$ cat src/rtl/prim_skid_slice.sv
// prim_skid_slice -- two-entry valid/ready register slice (skid buffer).
//
// Registers both the forward path (valid/data) and the reverse path (ready)
// between a producer and a consumer without losing or duplicating beats.
// The main register drives out_data_o. The skid register absorbs the one beat
// that arrives after the consumer stalls.
//
// Parameters:
//   Width       data path width in bits (>= 1)
//   ResetValue  reset value of the main and skid data registers
//
// Ports:
//   clk_i        clock
//   rst_ni       asynchronous active-low reset
//   flush_i      synchronous flush; discards all held entries
//   in_valid_i   upstream data valid
//   in_ready_o   slice can accept data (decoded from state flops)
//   in_data_i    upstream data
//   out_valid_o  slice holds data for downstream (decoded from state flops)
//   out_ready_i  downstream accepts data
//   out_data_o   data presented downstream (main register)
//   occ_o        entry count 0..2; present only when PRIM_SKID_SLICE_OCC_EN
//                is defined
//
// Optional feature macro: PRIM_SKID_SLICE_OCC_EN

module prim_skid_slice #(
    parameter int unsigned       Width      = 32,
    parameter logic [Width-1:0]  ResetValue = '0
) (
    input  logic             clk_i,
    input  logic             rst_ni,
    input  logic             flush_i,
    input  logic             in_valid_i,
    output logic             in_ready_o,
    input  logic [Width-1:0] in_data_i,
    output logic             out_valid_o,
    input  logic             out_ready_i,
    output logic [Width-1:0] out_data_o
`ifdef PRIM_SKID_SLICE_OCC_EN
    ,
    output logic [1:0]       occ_o
`endif
);

    // The encoding equals the entry count, so occ_o is the state register itself.
    typedef enum logic [1:0] {
        EMPTY = 2'd0,
        ONE   = 2'd1,
        FULL  = 2'd2
    } state_e;

    state_e           state_q;
    logic [Width-1:0] main_q;
    logic [Width-1:0] skid_q;
    logic             in_xfer;
    logic             out_xfer;

    // Both handshake outputs decode the state flops only. No input reaches
    // them combinationally.
    assign out_valid_o = (state_q != EMPTY);
    assign in_ready_o  = (state_q != FULL);
    assign out_data_o  = main_q;

    assign in_xfer  = in_valid_i  & in_ready_o;
    assign out_xfer = out_valid_o & out_ready_i;

    always_ff @(posedge clk_i or negedge rst_ni) begin
        if (!rst_ni) begin
            state_q <= EMPTY;
            main_q  <= ResetValue;
            skid_q  <= ResetValue;
        end else if (flush_i) begin
            // Data registers keep stale contents. They are masked by out_valid_o=0.
            state_q <= EMPTY;
        end else begin
            unique case (state_q)
                EMPTY: begin
                    if (in_xfer) begin
                        state_q <= ONE;
                        main_q  <= in_data_i;
                    end
                end
                ONE: begin
                    if (in_xfer && out_xfer) begin
                        main_q <= in_data_i;
                    end else if (in_xfer) begin
                        // The consumer stalled. Park the new beat behind main.
                        state_q <= FULL;
                        skid_q  <= in_data_i;
                    end else if (out_xfer) begin
                        state_q <= EMPTY;
                    end
                end
                FULL: begin
                    if (out_xfer) begin
                        state_q <= ONE;
                        main_q  <= skid_q;
                    end
                end
                default: state_q <= EMPTY;
            endcase
        end
    end

`ifdef PRIM_SKID_SLICE_OCC_EN
    assign occ_o = state_q;
`endif

endmodule

$ cat config.mk
export PLATFORM = sky130hd
export DESIGN_NAME = prim_skid_slice
export DESIGN_NICKNAME = d
export VERILOG_FILES = /design/src/rtl/prim_skid_slice.sv
export SDC_FILE = /design/constraint.sdc
export NUM_CORES = 1
export LEC_CHECK = 0
export CAP_MARGIN = 20
export CORE_MARGIN = 2
export CORE_UTILIZATION = 43
export DETAILED_ROUTE_END_ITERATION = 8
export HOLD_SLACK_MARGIN = 0.12
export MAX_ROUTING_LAYER = met4
export PLACE_DENSITY = 0.82
export SYNTH_ARGS = -nofsm -noshare
export SYNTH_HDL_FRONTEND = slang
export SYNTH_SLANG_ARGS = --single-unit
$ cat constraint.sdc
create_clock -name clk_i -period 1.94 [get_ports clk_i]
set_input_delay 0.485 -clock clk_i [delete_from_list [all_inputs] [get_ports clk_i]]
set_output_delay 0.485 -clock clk_i [all_outputs]
set_load 0.01 [all_outputs]
## Yosys cells after proc, flatten, opt, wreduce, memory -nomap -nowiden

Index checks and enable logic that the tools add are counted.

| storage, ports and cells | value |
|---|---|
| output and inout port bits | 34 |
| input bits | 37 |
| flip-flop bits (word level) | 66 |
| logic and storage cells | 35 |

| operators by class | value |
|---|---|
| reduce and logical (&&, ||, !) cells | 7 |
| eq/ne operators | 10 |
| multiplexer cells | 11 |
| bitwise gates (word level) | 4 |

Operator list:

| operator | number |
|---|---|
| 32-bit two-way mux | 3 |
| 32-bit one-hot mux with 3 select lines | 1 |
| 2-bit two-way mux | 6 |
| 3-bit inequality test, second input constant | 3 |
| 2-bit inequality test, second input constant | 4 |
| 4-bit AND reduction | 2 |
| 2-bit one-hot mux with 3 select lines | 1 |
| 5-bit AND reduction | 1 |
| 4-bit inequality test, second input constant | 1 |
| 3-bit nonzero test | 1 |
| 1-bit bitwise AND | 2 |
| 2-bit by 1-bit equality test with 1-bit output, second input constant | 1 |
| 2-bit equality test, second input constant | 1 |
| 2-bit zero test | 1 |
| 1-bit inverter | 2 |
| 2-bit nonzero test | 1 |
| 1-bit logical AND | 1 |

## Logic depth before layout (Yosys ltp)

| logic depth | value |
|---|---|
| word-level depth | 7 |
| depth in mapped cells | 5 |
| mapped depth without buffers | 4 |

## Least setup slack after synthesis

Ideal clock, no wire load.

| path | value |
|---|---|
| path kind | in2reg |
| from | in in_valid_i |
| to | reg skid_q[3] |
| arrival time | 1.491 ns |
| slack | 0.325 ns |
| setup time | 0.125 ns |
| path buffers | 1 |
| cell stages on the path | 4 |
| cell sequence | nor2b_2 nor3b_4 buf_6 mux2_2 |

| between the ends | value |
|---|---|
| word-level cells in the longest chain between the ends | 4 |

Ends and longest elaborated chain:

| element | line | text |
|---|---|---|
| from (decl) | 34 | `input logic in_valid_i,` |
| 1-bit bitwise AND * | 65 | `assign in_xfer = in_valid_i & in_ready_o;` |
| 1-bit logical AND | 85 | `if (in_xfer && out_xfer) begin` |
| 1-bit inverter (no line) | -- |  |
| 4-bit AND reduction (no line) * | -- |  |
| to (signal assigned) | 72 | `skid_q <= ResetValue;` |
| to (signal assigned) | 90 | `skid_q <= in_data_i;` |
| to (decl) | 55 | `logic [Width-1:0] skid_q;` |

Every way passes the cells marked *; elsewhere a longest branch is shown, timed or not.
A chain may end at the register's enable or synchronous reset.

## Final worst setup path

| path | value |
|---|---|
| from | reg state_q[1] |
| to | out out_valid_o |

| between the ends | value |
|---|---|
| word-level cells in the longest chain between the ends | 1 |

Ends and longest elaborated chain:

| element | line | text |
|---|---|---|
| from (decl) | 53 | `state_e state_q;` |
| from (signal assigned) | 70 | `state_q <= EMPTY;` |
| from (signal assigned) | 75 | `state_q <= EMPTY;` |
| from (signal assigned) | 80 | `state_q <= ONE;` |
| 2-bit nonzero test | 61 | `assign out_valid_o = (state_q != EMPTY);` |
| to (decl) | 37 | `output logic out_valid_o,` |

Every way passes these cells.

==> results.txt <==
For the worst-case clock buffer depth, the log shows 2. The final count of hold timing violations was 0; the clock network fraction of design power was 26.8%. The tools report the final-report max-slew violation count as 0. Setup repair after global routing left no endpoint under its margin.

Dividing the detail-routed wire length by the instance count gives 14.5 µm. The worst reg2reg path startpoint is state_q[1]. The initial core utilization was 44.3%.

The tools report the number of buffers created by CTS as 9. The tools report the wire length of the first global-routing pass as 8960 µm. The synthesized design spends more area on one cell type than any other, namely sky130_fd_sc_hd__dfrtp_1. The period utilization came out at 94.8%. The path class of the tightest hold or removal check is in2async.

For the worst-skew pair, the clock arrives at the later sink with an insertion delay of 0.33 ns. The total core area came out at 6790 µm². The area fraction of the dominant cell type after synthesis works out to 54.9%.

The logic gate share of total power was 24.1%. For the arrival time of the worst setup path, the log shows 1.35 ns. In the final layout, the multi-input gates occupy 1230 µm². Entering global routing, the biggest net connects 67 pins.

In this run the register-to-register setup slack is 0.33 ns. Setup violations remaining at the end of the flow were counted as 0. The I/O pin total was 71; the detailed-placement wirelength estimate was 3460 µm. The post-CTS repair timing setup buffer count came out at 0. Area added between synthesis and finish: 33.4%.

The run finished with clean final reports. 0 antenna diodes ended up in the layout. Overall global routing resource usage: 15.8%. STA classifies the critical path startpoint as a register. The worst IR drop on VDD came out at 0.488 mV.

The share of final-layout standard cells stronger than drive strength 1 is 44.0%. Detailed routing inserted a total of 1,754 vias. TritonCTS built the clock tree. The number of I/O port buffers is 70, and the number of global-route vias before repair is 1,871. Headroom to the max-slew limit came out at 77.4%.

The most frequent standard cell in the layout excluding fill and tap cells is sky130_fd_sc_hd__mux2_2. The cell area power density is 950 nW/µm². The run gives 0 as the count of warnings emitted by yosys.

STA classifies the critical path endpoint as an output pin. The die outline width works out to 87.7 µm. The tools report the endpoint of the worst register-to-register path as out_data_o[30].

The logs give 0 for the initial antenna violation count and 59.1% for the final core utilization. Routability-driven placement finished with a final weighted congestion of 0.700. The H-tree depth was 3. The final clock skew was 0.00647 ns.

For the die area, the log shows 7680 µm². The type of the worst setup path was reg2out. The detail route stage leaves a number of antenna-violating nets equal to 0. At the pin with the least slew margin, the transition time is 0.339 ns. The fraction of power spent switching nets is 26.6%, and the required time of the critical path is 1.45 ns.

After floorplanning, the core was divided into 30 placement rows. For this run, design rule violations remaining after detail routing come to 0. The detailed router finished its first iteration with 48 violations. The synthesized instance count is 188, and the average size of a mapped cell is 16.0 µm².

The sequential standard cell area came out at 1650 µm². In the layout the commonest cells are sky130_fd_sc_hd__mux2_2, sky130_fd_sc_hd__clkdlybuf4s50_1, sky130_fd_sc_hd__dfrtp_1, sky130_fd_sc_hd__mux2_1, sky130_fd_sc_hd__clkbuf_8. Fill cells in the final layout number 548. The run gives 0.00101 W as the power spent charging and discharging nets.

The worst register-to-register path has a depth of 4. Summed over all cells, the static leakage comes to 1.65 nW. The run gives 0 as the final global-route overflow total. The critical path starts at state_q[1]. After detailed routing, the number of vias per cell comes to 4.75.

The vertical die dimension came out at 87.7 µm. Synthesis inferred 66 register bits. The part of the Yosys area used for sequential elements came out at 54.9%.

After synthesis the cells add up to 3010 µm². The number of distinct library cells after synthesis was 20. The tools report the routed wire length as 5360 µm. Total nets after synthesis: 225.

The clock drives 66 sinks. The largest fanout on the critical path works out to 6. The internal power of the cells totals 0.00280 W. In the post-synthesis netlist, the biggest area contributors are sky130_fd_sc_hd__dfrtp_1, sky130_fd_sc_hd__mux2_2, sky130_fd_sc_hd__mux2_1, sky130_fd_sc_hd__mux2_4, sky130_fd_sc_hd__buf_6. The tightest hold path in the finished design has a slack of 0.168 ns. The clock slew at the register clock pins of the worst setup and hold paths was 0.08 ns; the number of optimization iterations in the first detailed-route pass was 4. Across the run, the number of max-cap violations was 0. For this run, the top clock speed supported by timing is 0.544 GHz. The root buffer cell was sky130_fd_sc_hd__clkbuf_8. At the end of the flow, the number of nets in the layout was 305. The sequential power share was 49.0%; the time the final worst path needs with I/O delays and setup was 1.84 ns.
-- cells in the mapped netlist (all sizes together) --
cell type	n
nand2	2
nor2	1
nand3b	1
nand2b	1
nor3	1
o22a	1
buf	10
inv	1
nor2b	2
nor3b	1
a21oi	3
dfrtp	66
o21a	1
or2	1
mux2	96
-- worst max-delay path: stages (launching register included) --
cell                            delay, ns
sky130_fd_sc_hd__dfrtp_2             0.45
sky130_fd_sc_hd__or2_2               0.30
sky130_fd_sc_hd__dlygate4sd2_1       0.28
-- logic make-up after synthesis --
kind of cell,Yosys count,share of synthesized area [%]
multiplexers,96,36.9
AND/OR/NAND/NOR,10,2.50
flip-flops,66,54.9
AO/OA/AOI/OAI,5,1.46
buffers and inverters,11,4.24
-- through the flow --
stage | TNS, ns | instance area (µm²) | setup WS (ns) | instances | total power (W)
after floorplan | 0 | 3010 | 0.325 | 188 | 0.00233
after global placement | -11.13 | 3840 | -0.188 | 353 | 0.00279
after detailed placement | -12.89 | 3840 | -0.222 | 353 | 0.00283
after CTS | 0 | 4010 | 0.0755 | 369 | 0.00387
after global routing | 0 | 4010 | 0.0560 | 369 | 0.00404
final | 0 | 4010 | 0.102 | 369 | 0.00381
-- cell type report --
cell class | instances | area share (%)
clock inverter | 7 | 1.34
inverter | 1 | 0.0935
sequential | 66 | 41.2
clock buffer | 9 | 3.09
multi-input combinational | 111 | 30.8
tap | 96 | 2.99
timing repair buffer | 79 | 20.5
-- state kept, by name, summed over array words and instances (netlist names) --
register / flops
skid_q: 32
state_q: 2
out_data_o: 32
-- how the worst max path moves through the flow --
stage / end / depth (start not counted) / slack [ns]
after floorplan: skid_q[3] / 4 / 0.32
after global placement: out_data_o[16] / 6 / -0.19
after detailed placement: out_data_o[9] / 6 / -0.22
after CTS: out_valid_o / 2 / 0.08
after global routing: out_valid_o / 2 / 0.06
final: out_valid_o / 2 / 0.10
-- repair_timing --
item                       in CTS  in global routing
gates resized for setup         4                  0
setup endpoints to repair       2                  0
hold buffers                    0                  0
-- per-layer routing --
layer / routed length (µm) / vias up / GRT usage [%]
met5: 0 / - / -
met4: 65 / 0 / 6.71
met3: 193 / 6 / 4.15
met2: 2600 / 42 / 24.9
met1: 2500 / 872 / 19.4
li1: - / 834 / -
-- power groups by stage --
stage | Combinational [W] | Clock [W] | Sequential, W
after CTS | 0.000938 | 0.00106 | 0.00187
after global routing | 0.000996 | 0.00113 | 0.00191
after global placement | 0.000913 | 0 | 0.00188
final | 0.000921 | 0.00102 | 0.00187
after detailed placement | 0.000936 | 0 | 0.00189
after floorplan | 0.000411 | 0 | 0.00192
No activity file was read; power rests on OpenSTA's default activity.
